===== src/rtl/example_pkg.sv =====
// rtl/example_pkg.sv - shared width and vector type for example_unit
package example_pkg;

  localparam int EXAMPLE_W = 3;

  typedef logic [EXAMPLE_W-1:0] example_vec_t;

endpackage


===== src/rtl/sat_counter.sv =====
// rtl/sat_counter.sv - W-bit up counter that stops at all-ones
module sat_counter #(
  parameter int W = 3
) (
  input  logic         clk,
  input  logic         rst,
  input  logic         inc,
  output logic [W-1:0] count
);

  localparam logic [W-1:0] MAX_VAL = '1;
  localparam logic [W-1:0] ONE     = {{(W-1){1'b0}}, 1'b1};

  logic [W-1:0] count_q;
  logic [W-1:0] count_d;

  always_comb begin
    count_d = count_q;
    if (inc && (count_q != MAX_VAL)) begin
      count_d = count_q + ONE;
    end
  end

  always_ff @(posedge clk) begin
    if (rst) begin
      count_q <= '0;
    end else begin
      count_q <= count_d;
    end
  end

  assign count = count_q;

endmodule


===== src/rtl/example_unit.sv =====
// rtl/example_unit.sv - AND of a/b with a shift-history and a saturating
// count of cycles in which the AND was high
module example_unit
  import example_pkg::*;
#(
  parameter int W = EXAMPLE_W
) (
  input  logic         clk,
  input  logic         rst,
  input  logic         a,
  input  logic         b,
  output logic         c,
  output logic [W-1:0] s1,
  output logic [W-1:0] s2
);

  logic [W-1:0] s1_q;
  logic [W-1:0] s1_d;

  assign c = a & b;

  // Newest sample enters at bit 0; the oldest falls off the top.
  always_comb begin
    s1_d = {s1_q[W-2:0], c};
  end

  always_ff @(posedge clk) begin
    if (rst) begin
      s1_q <= '0;
    end else begin
      s1_q <= s1_d;
    end
  end

  assign s1 = s1_q;

  sat_counter #(
    .W(W)
  ) u_sat_counter (
    .clk  (clk),
    .rst  (rst),
    .inc  (c),
    .count(s2)
  );

endmodule


===== config.mk =====
export PLATFORM = sky130hd
export DESIGN_NAME = example_unit
export DESIGN_NICKNAME = d
export VERILOG_FILES = /design/src/rtl/example_pkg.sv /design/src/rtl/sat_counter.sv /design/src/rtl/example_unit.sv
export SDC_FILE = /design/constraint.sdc
export NUM_CORES = 1
export LEC_CHECK = 0
export CAP_MARGIN = 10
export CORE_AREA = 8 8 45 47
export DETAILED_ROUTE_END_ITERATION = 16
export DIE_AREA = 0 0 53 55
export GPL_TIMING_DRIVEN = 0
export PLACE_DENSITY_LB_ADDON = 0.1
export SLEW_MARGIN = 20
export SYNTH_ARGS = -nofsm -noshare
export SYNTH_HDL_FRONTEND = slang
export SYNTH_HIERARCHICAL = 1
export SYNTH_SLANG_ARGS = --single-unit

===== constraint.sdc =====
create_clock -name clk -period 2.32 [get_ports clk]
set_clock_uncertainty 0.2 [all_clocks]
set_input_delay 0.464 -clock clk [delete_from_list [all_inputs] [get_ports clk]]
set_output_delay 0.464 -clock clk [all_outputs]
set_load 0.1 [all_outputs]

==> results_dict.tcl, run 1 <==
set metrics [dict create \
    grt_pass1_wl_um 972 \
    worstPathArrival_ps 1570 \
    dp_hpwl_um 430.5 \
    setup_viol 0 \
    hold_end "s1[2]$_SDFF_PP0_" \
    crit_required_ps 1660 \
    yosysUniqueCellTypes 11 \
    crit_type "in2out" \
    drive_gt1_frac 0.1714 \
    place.gp.congestion 0.6275 \
    core_area_um2 1384 \
    die-area_um2 2915 \
    synthCells 22 \
    netlist_area_um2 256.5 \
    grt_pass1_vias 234 \
    path_max_fanout 4 \
    clkTransAtPathRegs_ps 40 \
    cts_made_buffers 3 \
    rsz0062_at_grt "false" \
    die_w_um 53 \
    regArea_um2 120.1 \
    clk_latency_ps 240 \
    layout_common_cells "dlygate4sd2_1, dfxtp_1, nor2b_1, clkbuf_4, clkdlybuf4s50_1" \
    fmax_ghz 0.4477 \
    holdPathStages 1 \
    grt_usage 0.04973 \
    grt_start_max_net_pins 10 \
    max_slew_margin 0.3581 \
    multi_input_area_um2 136.4 \
    antenna_left 0 \
    dr.pass1.iters 2 \
    grt_overflow 0 \
    leakage_uw 0.0001889 \
    clk_path_buf_depth 2 \
    peakVddDrop_uv 146.9 \
    tritoncts "yes" \
    wl_per_cell_um 10.92 \
    fin_crit_ps 2234 \
    diodes 0 \
    power.total_uw 260.3 \
    start_util 0.1854 \
    final-hold-violation-count 0 \
    antenna_found_initial 0 \
    port_buffers 10 \
    r2r-start "u_sat_counter/count[0]$_SDFFE_PP0P_" \
    nFillCells 153 \
    vias 210 \
    rr_worst_depth 4 \
    crit_path_end_kind "output port" \
    fin_crit_sh 0.9627 \
    hold_class "reg2reg" \
    rows 14 \
    drc 0 \
    status "finished, final reports clean" \
    slew_violations 0 \
    root_buffer "clkbuf_4" \
    ys_ff_latch 6 \
    nNetsFinal 43 \
    rr_endpoint "u_sat_counter/count[0]$_SDFFE_PP0P_" \
    ff2ff_setup_slack_ps 780 \
    worst_slack_ps 86.46 \
    die_height_um 55 \
    ios 11 \
    crit_path_start_kind "primary input" \
    holdCritStartpoint "s1[1]$_SDFF_PP0_" \
    drt_iter0_markers 1 \
    postSynthAreaPerCell_um2 11.66 \
    yosys_warnings 6 \
    dp_slack_ps -629.3 \
    max-cap-violations 0 \
    vias_per_cell 4.118 \
    syn_to_final_growth_pct 50.73 \
    worst_pin_slew_ps 966.7 \
    cts_htree_levels 1 \
    synth_seq_area_share 0.4683 \
    cts.sinks 6 \
    totalWireLength_um 557 \
    synth_nets 28 \
    powerDensity_nw_per_um2 673.3 \
]
==> synthesized netlist by cell type <==
| library cell | n | area, um2 |
|---|---|---|
| nand2b_1 | 2 | 12.51 |
| and3b_1 | 1 | 8.760 |
| nor2b_1 | 3 | 18.77 |
| nor2b_4 | 1 | 13.76 |
| ha_1 | 2 | 25.02 |
| nor2_1 | 1 | 3.750 |
| dfxtp_1 | 6 | 120.1 |
| and2_1 | 1 | 6.260 |
| nand4bb_1 | 2 | 22.52 |
| mux2_4 | 1 | 15.01 |
| o21ai_1 | 2 | 10.01 |
==> cells by family after synthesis <==
family,synth area share
and+or+nand+nor,0.3366
AOI/OAI and AO/OA,0.03903
muxes,0.05852
DFF,0.4683
adders and majority gates,0.09755
==> registers in the layout (all words and copies together), names as in the netlist <==
signal	cells
s1	3
u_sat_counter/count	3
==> final cells by class <==
cell class              count  share of cell area
well taps                  16             0.05178
repair buffers             10              0.2265
flip-flops and latches      6              0.3107
multi-input cells          16              0.3528
clock buffers               3             0.05825
==> worst max-delay path: stages <==
cell and delay, ps:
clkdlybuf4s50_1 460, and2_1 190, buf_2 450
==> stage by stage <==
step / utilization / setup TNS [ps] / hold WS [ps] / instances / area [um2]
floorplan: - / 0 / 335.6 / 22 / 256.5
global placement: 0.2722 / -626.8 / 241.3 / 48 / 376.6
detailed placement: 0.2722 / -629.3 / 255.9 / 48 / 376.6
CTS: 0.2794 / 0 / 260.3 / 51 / 386.6
global route: 0.2794 / 0 / 276.4 / 51 / 386.6
finish: 0.2794 / 0 / 256.3 / 51 / 386.6
==> power breakdown <==
part	switching, uW	internal, uW
sequential	2.37	107
combinational	40.7	15.6
clock	36.2	58.4
total	79.3	181
==> metal layers <==
metal,part of all wire,GRT usage
met1,0.48,0.05015
met2,0.41,0.06250
met3,0.11,0.02941
met4,0,0.06466
met5,0,0
==> timing repair <==
| item | 4_1_cts | 5_1_grt |
|---|---|---|
| buffers inserted | 0 | 0 |
| resized for setup | 11 | 0 |
| endpoints found under the setup margin | 7 | 0 |
| hold buffers | 0 | 0 |
==> how the worst max path moves through the flow <==
stage                     depth (start not counted)  slack, ps                                  end  from
after CTS                                         3         80                                    c     a
after global placement                            3       -630                                    c     a
final                                             3         90                                    c     a
after detailed placement                          3       -630                                    c     a
after global routing                              3         20                                    c     a
after floorplan                                   3        130  u_sat_counter/count[0]$_SDFFE_PP0P_     a
Power figures use the tool's default switching activity.
==> run 2, diff against run 1 <==
==> constraint.sdc (replaced) <==
create_clock -name clk -period 2.6 [get_ports clk]
set_clock_uncertainty 0.2 [all_clocks]
set_input_delay 0.52 -clock clk [delete_from_list [all_inputs] [get_ports clk]]
set_output_delay 0.52 -clock clk [all_outputs]
set_load 0.1 [all_outputs]
==> results_dict.tcl, run 2 (synthesis results as in run 1) <==
set metrics [dict create \
    status "finished, final reports clean" \
    crit_required_ps 1880 \
    die_w_um 53 \
    leakage_uw 0.0001622 \
    postLayoutCellArea_um2 400.4 \
    tritoncts "yes" \
    placed_area_um2 376.6 \
    vias 210 \
    grt_overflow 0 \
    drt_iter0_markers 1 \
    port_buffers 10 \
    cts_made_buffers 3 \
    crit_path_end_kind "output port" \
    ios 11 \
    slew_violations 0 \
    cpLargestDelayFamily "buffers and inverters" \
    cts_htree_levels 1 \
    peakVddDrop_uv 140.3 \
    rows 14 \
    crit_type "reg2out" \
    rsz0062_at_grt "false" \
    syn_to_final_growth_pct 56.10 \
    crit_buf_inv 1 \
    fin_crit_ps 2485 \
    grt_pass1_wl_um 986 \
    holdPathStages 1 \
    powerDensity_nw_per_um2 587.2 \
    layout_commonest_cell "clkdlybuf4s50_1" \
    utilization 0.2893 \
    crit_chain "clkdlybuf4s50_1" \
    max_slew_margin 0.3468 \
    place.gp.congestion 0.6275 \
    power.total_uw 235.1 \
    core_area_um2 1384 \
    worstPathArrival_ps 1770 \
    clk_path_buf_depth 2 \
    cp.depth 1 \
    start_util 0.1854 \
    antenna_left 0 \
    rr_worst_depth 4 \
    drc 0 \
    max-cap-violations 0 \
    worst_slack_ps 114.6 \
    die_height_um 55 \
    layout_common_cells "clkdlybuf4s50_1, dfxtp_1, nor2b_1, clkbuf_4" \
    path_max_fanout 4 \
    grt_start_max_net_pins 10 \
    antenna_found_initial 0 \
    fin_crit_sh 0.9559 \
    grt_usage 0.05027 \
    clkTransAtPathRegs_ps 40 \
    die-area_um2 2915 \
    dp_hpwl_um 430.5 \
    dp_slack_ps -461.3 \
    dr.pass1.iters 2 \
    setup_viol 0 \
    crit_path_start_kind "flop" \
    diodes 0 \
    fmax_ghz 0.4024 \
    cts.sinks 6 \
    slowest_delay_ps 1150 \
    hold_ws_ps 260.6 \
    final-hold-violation-count 0 \
    nNetsFinal 43 \
    drive_gt1_frac 0.1714 \
    grt_pass1_vias 239 \
    root_buffer "clkbuf_4" \
    hold_class "reg2reg" \
    worst_pin_slew_ps 976.7 \
    postCtsSetupRepairBufs 0 \
    worst_path_max_delay_cell "clkdlybuf4s50_1" \
    vias_per_cell 4.118 \
    totalWireLength_um 559 \
    clk_latency_ps 240 \
    wl_per_cell_um 10.96 \
]
==> run 2: changes by cell type in the layout (fill, tap and decap cells not counted) <==
cell / previous run / this run
dlygate4sd2_1: 6 / 0
clkdlybuf4s15_2: 0 / 1
buf_2: 1 / 0
clkdlybuf4s50_1: 3 / 9
==> run 2: through the flow <==
step | cells | setup TNS (ps)
2_1_floorplan | 22 | 0
3_3_place_gp | 48 | -458.8
3_5_place_dp | 48 | -461.3
4_1_cts | 51 | 0
5_1_grt | 51 | 0
6_report | 51 | 0
==> run 2: report_power, final <==
| part | internal, uW | switching (uW) |
|---|---|---|
| sequential | 95.5 | 2.24 |
| clock | 52.1 | 32.2 |
| combinational | 16.6 | 36.4 |
==> run 2: path summary, 6_finish.rpt <==
check                                                          from                                  end  slack (ps)
worst max-delay path            u_sat_counter/count[0]$_SDFFE_PP0P_                                s2[0]         110
worst min-delay path                               s1[0]$_SDFF_PP0_                     s1[1]$_SDFF_PP0_         260
worst max register to register  u_sat_counter/count[0]$_SDFFE_PP0P_  u_sat_counter/count[0]$_SDFFE_PP0P_        1060
worst min register to register                     s1[0]$_SDFF_PP0_                     s1[1]$_SDFF_PP0_         260
==> run 2: layer usage <==
metal  share of wire  GRT usage
met5               0          0
met4               0    0.06466
met3            0.11    0.02941
met2            0.41    0.06250
met1            0.48    0.05167
==> run 2: area by class of cell <==
type                            instances  area, um2
Tap cell                               16      20.02
Fill cell                             153      983.4
Multi-Input combinational cell         16      136.4
Sequential cell                         6      120.1
Timing Repair Buffer                   10      101.3
Clock buffer                            3      22.52
==> run 2: what timing repair did <==
item / in CTS / in global routing
gates resized for setup: 3 / 0
endpoints found under the setup margin: 1 / 0
hold buffers: 0 / 0
==> run 3, diff against run 2 <==
--- a/config.mk
+++ b/config.mk
@@ -11,6 +11,7 @@
 export DIE_AREA = 0 0 53 55
 export GPL_TIMING_DRIVEN = 0
 export PLACE_DENSITY_LB_ADDON = 0.1
+export REMOVE_ABC_BUFFERS = 1
 export SLEW_MARGIN = 20
 export SYNTH_ARGS = -nofsm -noshare
 export SYNTH_HDL_FRONTEND = slang
==> results of run 3 <==
No change in the layout: final DEF, timing and power equal those of run 2.
